===== config.mk =====
export PLATFORM = sky130hd
export DESIGN_NAME = hazard_scoreboard
export DESIGN_NICKNAME = d
export VERILOG_FILES = /design/src/rtl/hazard_scoreboard.sv
export SDC_FILE = /design/constraint.sdc
export NUM_CORES = 1
export LEC_CHECK = 0
export ABC_AREA = 1
export CAP_MARGIN = 25
export CORE_MARGIN = 3
export CORE_UTILIZATION = 49
export CTS_CLUSTER_DIAMETER = 120
export CTS_CLUSTER_SIZE = 30
export DETAILED_ROUTE_END_ITERATION = 12
export PLACE_DENSITY = 0.79
export SYNTH_ARGS = -nofsm -noshare
export SYNTH_HDL_FRONTEND = slang
export SYNTH_SLANG_ARGS = --single-unit
export TNS_END_PERCENT = 5

===== constraint.sdc =====
create_clock -name clk -period 1.98 [get_ports clk]
set_input_delay 0.396 -clock clk [delete_from_list [all_inputs] [get_ports clk]]
set_output_delay 0.396 -clock clk [all_outputs]
set_load 0.03 [all_outputs]

===== src/rtl/hazard_scoreboard.sv =====
// Data-hazard scoreboard with forwarding selects, load-use stall and flush.
// Optional stall counter: define HAZARD_STATS_EN.
module hazard_scoreboard #(
  parameter int DEPTH       = 3,
  parameter int REG_W       = 5,
  parameter int LOAD_LAT    = 1,
  parameter int FLUSH_SLOTS = 1,
  parameter int SEL_W       = $clog2(DEPTH+1)
) (
  input  logic             clk,
  input  logic             reset,
  input  logic             id_valid,
  input  logic [REG_W-1:0] id_rs1,
  input  logic [REG_W-1:0] id_rs2,
  input  logic             id_uses_rs1,
  input  logic             id_uses_rs2,
  input  logic [REG_W-1:0] id_rd,
  input  logic             id_writes_rd,
  input  logic             id_is_load,
  input  logic             hold,
  input  logic             flush,
  output logic [SEL_W-1:0] fwd_sel_a,
  output logic [SEL_W-1:0] fwd_sel_b,
  output logic             stall_id,
  output logic             bubble_ex
`ifdef HAZARD_STATS_EN
  ,
  output logic [31:0]      stall_count
`endif
);

  logic [DEPTH:1]   r_vld;
  logic [DEPTH:1]   r_ld;
  logic [REG_W-1:0] r_rd [1:DEPTH];

  logic [SEL_W-1:0] w_sel_a;
  logic [SEL_W-1:0] w_sel_b;
  logic             w_hz_a;
  logic             w_hz_b;
  logic             w_stall;
  logic             w_push;

  // Scan oldest to youngest so the youngest match is the last one kept.
  always_comb begin
    w_sel_a = '0;
    w_sel_b = '0;
    w_hz_a  = 1'b0;
    w_hz_b  = 1'b0;
    for (int k = DEPTH; k >= 1; k--) begin
      if (id_uses_rs1 && id_rs1 != '0 &&
          r_vld[k] && r_rd[k] == id_rs1) begin
        w_sel_a = SEL_W'(k);
        w_hz_a  = r_ld[k] && (k <= LOAD_LAT);
      end
      if (id_uses_rs2 && id_rs2 != '0 &&
          r_vld[k] && r_rd[k] == id_rs2) begin
        w_sel_b = SEL_W'(k);
        w_hz_b  = r_ld[k] && (k <= LOAD_LAT);
      end
    end
  end

  assign w_stall = ~reset &
                   ((id_valid & (w_hz_a | w_hz_b)) | hold);

  assign w_push = id_valid & id_writes_rd &
                  (id_rd != '0) & ~w_stall & ~flush;

  assign fwd_sel_a = (reset | w_hz_a) ? '0 : w_sel_a;
  assign fwd_sel_b = (reset | w_hz_b) ? '0 : w_sel_b;
  assign stall_id  = w_stall;
  assign bubble_ex = w_stall & ~hold & ~flush;

  always_ff @(posedge clk) begin
    if (reset) begin
      r_vld <= '0;
    end else if (hold) begin
      if (flush) begin
        for (int k = 1; k <= FLUSH_SLOTS; k++)
          r_vld[k] <= 1'b0;
      end
    end else begin
      for (int k = DEPTH; k >= 2; k--) begin
        r_vld[k] <= r_vld[k-1];
        r_ld[k]  <= r_ld[k-1];
        r_rd[k]  <= r_rd[k-1];
      end
      r_vld[1] <= w_push;
      r_ld[1]  <= id_is_load;
      r_rd[1]  <= id_rd;
      // Later assignments override the freshly shifted slots.
      if (flush) begin
        for (int k = 1; k <= FLUSH_SLOTS; k++)
          r_vld[k] <= 1'b0;
      end
    end
  end

`ifdef HAZARD_STATS_EN
  always_ff @(posedge clk) begin
    if (reset)
      stall_count <= '0;
    else if (w_stall && stall_count != '1)
      stall_count <= stall_count + 32'd1;
  end
`endif

endmodule

Word-level counts from Yosys, hierarchy flattened
Memories as Yosys holds them, arrays and structs flattened.
Cells that the tools add are included.
Widths: inputs -> output; s select.
- bits of input ports: 24
- memories: 1
- register bits: 4
- memory bits (writable): 15
- word-level logic and storage cells: 61
- equal/unequal tests: 7
- multiplexer cells: 16
- reductions and logical operators: 18
- bitwise logic cells: 16
- memories (memory ; depth ; width ; rd ports ; clocked after memory_dff ; write ports ; line ; RTL):
    r_rd ; 3 ; 5 ; 3 ; 0 ; 3 ; 34 ; logic [REG_W-1:0] r_rd [1:DEPTH];
- operator list (kind ; count):
    $eq 5x5->1 ; 6
    $mux 2 ; 8
    $reduce_bool 5->1 ; 3
    $logic_and 1x1->1 ; 14
    $and 1x1->1 ; 8
    $mux 1 ; 8
    $not 1->1 ; 4
    $or 1x1->1 ; 4
    $ne 2x1->1 const B ; 1
    $reduce_and 2->1 ; 1

Longest topological paths before layout
Gate-level depths: netlist of the first run.
- depth after elaboration: 14
- gate-level depth with buffers: 10

Worst setup path after synthesis of the first run
OpenSTA, ideal clock, no wires.
- path type: reg2out
- start point: reg, netlist name r_rd[0][9]
- end point: out bubble_ex
- arrival: 1510 ps
- stages on the path, launching flop included: 10
- setup slack: 74 ps
- buffers on the path: 0
- cells stage by stage: edfxtp_1 -> inv_1 -> nand2_1 -> nand2_1 -> nand2_1 -> nor2_4 -> nand4_1 -> nand2_1 -> nand2_2 -> nor4_2
- RTL lines (what ; line ; RTL):
    end: declaration ; 25 ; output logic bubble_ex

==> results_dict.tcl, run 1 <==
set metrics [dict create \
    slew_headroom_pct 78.40 \
    drt_iter0_drc 31 \
    synth_area_per_cell_um2 7.761 \
    yosys.area.top_type "edfxtp_1" \
    htree_levels 1 \
    gp_congestion 0.9389 \
    placed_cells 226 \
    syn-num-nets 182 \
    outcome "finished, violations left" \
    row_count 17 \
    drv_slew 0 \
    synth_top_area_share_pct 39.18 \
    cp_common_cell "nand2_1" \
    max_stage_delay_ns 0.45 \
    nets 228 \
    drive_gt1_share_pct 19.70 \
    port_buffers 29 \
    grt_pass1_vias 1181 \
    yosysMostFrequentCell "nand2_1" \
    powerDensity_nw_per_um2 510.5 \
    core_area_um2 2297 \
    place_ws_ns -0.3623 \
    arrival_ns 1.76 \
    rsz0062_at_grt "yes" \
    grt-ovfl-total 0 \
    grtUsageMet2_pct 34.72 \
    root_buffer "clkbuf_4" \
    skew_ns 0.004327 \
    worstMarginPinSlew_ns 0.3229 \
    ctsHoldBuffers 0 \
    fmax_mhz 464.1 \
    place_area_um2 1632 \
    syn_inst 158 \
    design_area_um2 1663 \
    hold_violations 0 \
    grt_antenna_before_repair 0 \
    worstSetupEndpointType "output port" \
    synth-edff-count 16 \
    hold_class "register to register" \
    ir_drop_uv 437.7 \
    synth_seq_cells 19 \
    synth_area_um2 1226 \
    clock_path_buffers 2 \
    wl_per_cell_um 13.49 \
    die_h_um 56.03 \
    leakage_uw 0.0007338 \
    viasPerCell 5.255 \
    initial_core_util_pct 53.38 \
    grt_use_total_pct 21.71 \
    hpwlAfterDp_um 2559 \
    cts_buffers 3 \
    power_uw 848.9 \
    violations "negative setup slack" \
    num_io_pins 30 \
    drtPass1Iterations 6 \
    ys.warnings.count 0 \
    worstSetupPathType "register to output port" \
    setup_slack_ns -0.1746 \
    synth.area.top_cells "edfxtp_1, nand2_1, a21oi_1" \
    cp_top_family "simple AND/OR/NAND/NOR gates" \
    use_met1_pct 28.97 \
    diodes 0 \
    crit_fanout 4 \
    gr-max-usage-layer "met2" \
    insertion_delay_ns 0.30 \
    period_needed_ns 2.155 \
    async_reset_ff_share_pct 0 \
    synth_top_flop_cell "edfxtp_1" \
    ys_seq_area_share_pct 44.08 \
    worstSetupStartpointType "register" \
    max_cap_viol_count 0 \
    synth.top_cells.by_count "nand2_1, inv_1, a21oi_1, edfxtp_1, nor2_1" \
    clk_pin_slew_worst_paths_ns 0.11 \
    worst-path-buf-inv 2 \
    antenna_left 0 \
    drc 0 \
    setup_viol_count_final 6 \
    wl_um 3116 \
    stdcell_count 231 \
    die_w_um 56.03 \
    grt_max_degree 16 \
    crit_chain "inv_1 -> nand2_1 -> nand2_1 -> nand2_1 -> nor2_2 -> nand4_1 -> nand2_1 -> nand2_2 -> nor4_2 -> buf_4" \
    cp_data_required_time_ns 1.58 \
    vias 1214 \
    timing.hold.ws_ns 0.4622 \
    finalCritPeriodShare_pct 108.8 \
    cpMaxStageDelayCell "edfxtp_1" \
    grt_util_met3_pct 3.944 \
    grt_pass1_wl_um 5319 \
    cts_tree "built" \
    syn2layout_area_growth_pct 35.61 \
    fillCellCount 201 \
    synth_cell_types 23 \
    dieArea_um2 3139 \
    clkSinkCount 19 \
]
## flip-flops by register name, indices dropped and copies added, names as in the netlist
name,flops
r_vld,3
r_ld,1
r_rd,15
## metrics by stage
stage / utilization, % / TNS, ns
3_3_place_gp: 71.02 / -1.831
5_1_grt: 72.39 / -1.597
4_1_cts: 71.62 / -0.7206
3_5_place_dp: 71.02 / -1.903
2_1_floorplan: - / 0
6_report: 72.39 / -0.7300
## power breakdown
part	total, uW	switching (uW)	internal [uW]	leakage, uW
registers	468	14.7	453	0.000175
clock network	199	121	78.7	0.0000150
logic	182	96.2	85.3	0.000544
total	849	232	617	0.000734
## worst register-to-register path, stage by stage, from the launching register on
cell,delay (ns)
edfxtp_1,0.45
inv_1,0.12
nand2_1,0.06
nand2_1,0.05
nand2_1,0.06
nor2_2,0.10
nand4_1,0.11
nand2_1,0.11
nand2_2,0.07
buf_4,0.14
nand3_2,0.05
a21oi_2,0.05
## cells by family after synthesis
kind of cell	Yosys count	share of synthesized area, %
compound gates	25	10.92
xor+xnor	10	7.143
buf+inv	26	7.959
flops	19	44.08
simple gates	78	29.90
## final cells by class
| cell class | count | area, um^2 | area share (%) |
|---|---|---|---|
| Multi-Input combinational cell | 113 | 598.1 | 35.97 |
| Sequential cell | 19 | 540.5 | 32.51 |
| Timing Repair Buffer | 41 | 365.4 | 21.97 |
| Inverter | 26 | 97.59 | 5.869 |
| Tap cell | 28 | 35.03 | 2.107 |
| Clock buffer | 4 | 26.28 | 1.580 |
## metal layers
layer,vias to the layer above,wire length (um)
li1,615,-
met1,553,1391
met2,39,1523
met3,7,154
met4,0,46
met5,-,0
## repair_timing
action | CTS | global route
pin swaps | 3 | 2
endpoints found under the hold margin | 0 | 0
setup buffers | 0 | 1
endpoints found under the setup margin | 6 | 6
resized for setup | 10 | 3
## layout by cell type (no fill, tap or decap), drive strengths merged
| master | instances |
|---|---|
| clkdlybuf4s50 | 13 |
| nand4 | 6 |
| dfxtp | 3 |
| o21ai | 5 |
| nor2 | 16 |
| inv | 25 |
| a21oi | 17 |
| o211ai | 1 |
| xor2 | 7 |
| dlygate4sd2 | 10 |
| xnor2 | 3 |
| buf | 18 |
| nand3 | 11 |
| nor4 | 1 |
| clkinv | 1 |
| o22ai | 2 |
| nor3 | 3 |
| edfxtp | 16 |
| clkbuf | 4 |
| nand2 | 41 |
## path summary, 6_finish.rpt
path                            cells past startpoint  startpoint  slack [ns]     endpoint
worst max-delay path                               10  r_rd[0][9]       -0.17    bubble_ex
worst min-delay path                                0  r_rd[0][8]        0.46  r_rd[0][13]
worst min register to register                      0  r_rd[0][8]        0.46  r_rd[0][13]
worst max register to register                     11  r_rd[0][9]        0.53     r_vld[1]
(Power assumes the default switching activity.)
==> run 2: changes to the inputs <==
--- a/config.mk
+++ b/config.mk
@@ -13,6 +13,7 @@
 export CTS_CLUSTER_SIZE = 30
 export DETAILED_ROUTE_END_ITERATION = 12
 export PLACE_DENSITY = 0.79
+export SETUP_SLACK_MARGIN = 0.3
 export SYNTH_ARGS = -nofsm -noshare
 export SYNTH_HDL_FRONTEND = slang
 export SYNTH_SLANG_ARGS = --single-unit
==> results_dict.tcl, run 2 (synthesis results as in run 1) <==
set metrics [dict create \
    grt-ovfl-total 0 \
    htree_levels 1 \
    row_count 17 \
    core_area_um2 2297 \
    wl_per_cell_um 14.54 \
    crit_chain "inv_1 -> nand2_1 -> nand3_2 -> nor2_4 -> nand4_1 -> nand2_1 -> nand2_2 -> nor4_4 -> buf_6" \
    cts_tree "built" \
    arrival_ns 1.83 \
    cp_common_cell "nand2_1" \
    drt_iter0_drc 78 \
    outcome "finished, violations left" \
    drv_slew 0 \
    intPower_uw 623.9 \
    vias 1294 \
    ir_drop_uv 535.3 \
    clkSinkCount 19 \
    syn2layout_area_growth_pct 43.16 \
    num_io_pins 30 \
    clk_pin_slew_worst_paths_ns 0.12 \
    worstSetupPathType "register to output port" \
    fillCellCount 163 \
    violations "negative setup slack" \
    worstSetupStartpointType "register" \
    comb_power_share_pct 22.4 \
    rsz0062_at_grt "yes" \
    grt_use_total_pct 22.37 \
    antenna_left 0 \
    grt_antenna_before_repair 0 \
    hold_class "register to register" \
    sw_frac_of_total_pct 28.81 \
    max_stage_delay_ns 0.45 \
    design_area_um2 1755 \
    drtPass1Iterations 4 \
    power_uw 876.3 \
    grt_max_degree 17 \
    initial_core_util_pct 53.38 \
    diodes 0 \
    top_register "r_rd" \
    clock_path_buffers 2 \
    drive_gt1_share_pct 25.36 \
    worstMarginPinSlew_ns 0.2542 \
    timing.hold.ws_ns 0.4646 \
    largest_reg_flops 15 \
    cp_data_required_time_ns 1.58 \
    grt_pass1_wl_um 5568 \
    dieArea_um2 3139 \
    setup_viol_count_final 6 \
    place_area_um2 1667 \
    p_clk_share_pct 24.1 \
    finalCritPeriodShare_pct 112.2 \
    port_buffers 29 \
    wl_um 3446 \
    gp_congestion 0.9014 \
    viasPerCell 5.460 \
    insertion_delay_ns 0.31 \
    grt_pass1_vias 1250 \
    root_buffer "clkbuf_4" \
    skew_ns 0.0007929 \
    pwr-share-seq_pct 53.5 \
    hpwlAfterDp_um 2594 \
    power_switching_uw 252.4 \
    die_w_um 56.03 \
    largestRegisters "r_rd (15), r_vld (3), r_ld (1)" \
    die_h_um 56.03 \
    max_cap_viol_count 0 \
    leakage_uw 0.0007634 \
    stdcell_count 237 \
    crit_fanout 4 \
    nets 234 \
    final_common_cell "nand2_1" \
    fmax_mhz 450.1 \
    cts_buffers 3 \
    drc 0 \
    powerDensity_nw_per_um2 499.2 \
    period_needed_ns 2.222 \
    ctsHoldBuffers 0 \
    hold_violations 0 \
    placed_cells 228 \
    slew_headroom_pct 83.00 \
    layout_common_cells "nand2_1, buf_4, inv_1, edfxtp_1" \
    setup_slack_ns -0.2420 \
    place_ws_ns -0.3974 \
    worstSetupEndpointType "output port" \
    cpMaxStageDelayCell "edfxtp_1" \
]
[run 2: path summary, 6_finish.rpt]
| kind | startpoint | to | slack [ns] | cells past startpoint |
|---|---|---|---|---|
| max reg2reg | r_rd[0][5] | r_vld[1] | 0.45 | 10 |
| max | r_rd[0][5] | bubble_ex | -0.24 | 9 |
| min | r_rd[0][8] | r_rd[0][13] | 0.46 | 0 |
| min reg2reg | r_rd[0][8] | r_rd[0][13] | 0.46 | 0 |
[run 2: critical path: cells and delay by family (launching register included)]
| kind | cells | cell delay (ns) |
|---|---|---|
| buffers and inverters | 2 | 0.26 |
| and+or+nand+nor | 7 | 0.81 |
| DFF | 1 | 0.45 |
[run 2: per-layer routing]
layer,wire length (um),vias up,track usage [%]
met4,139,0,9.153
met3,195,15,3.712
met1,1472,594,29.44
met5,0,-,0
met2,1639,53,36.23
li1,-,632,-
[run 2: power groups by stage]
stage	Combinational, uW	Sequential (uW)	Clock (uW)
2_1_floorplan	81.2	473	0
3_3_place_gp	185	476	0
3_5_place_dp	190	478	0
4_1_cts	193	468	215
5_1_grt	213	471	244
6_report	196	469	211
[run 2: area by class of cell]
cell class / count / area, um^2 / share of cell area (%)
sequential: 19 / 540.5 / 30.79
clock inverter: 1 / 7.507 / 0.4277
clock buffer: 3 / 22.52 / 1.283
tap: 28 / 35.03 / 1.996
inverter: 26 / 97.59 / 5.560
timing repair buffer: 47 / 429.2 / 24.45
multi-input combinational: 113 / 623.1 / 35.50
[run 2: timing repair]
| action | 4_1_cts | 5_1_grt |
|---|---|---|
| resized for setup | 18 | 2 |
| endpoints found under the setup margin | 7 | 6 |
| pin swaps | 1 | 3 |
| setup buffers | 3 | 2 |
[run 2: metrics by stage]
step           setup TNS [ns]  utilization, %
2_1_floorplan               0               -
3_3_place_gp           -1.852           72.55
3_5_place_dp           -2.043           72.55
4_1_cts               -0.8875           75.60
5_1_grt                -1.784           76.42
6_report              -0.9995           76.42
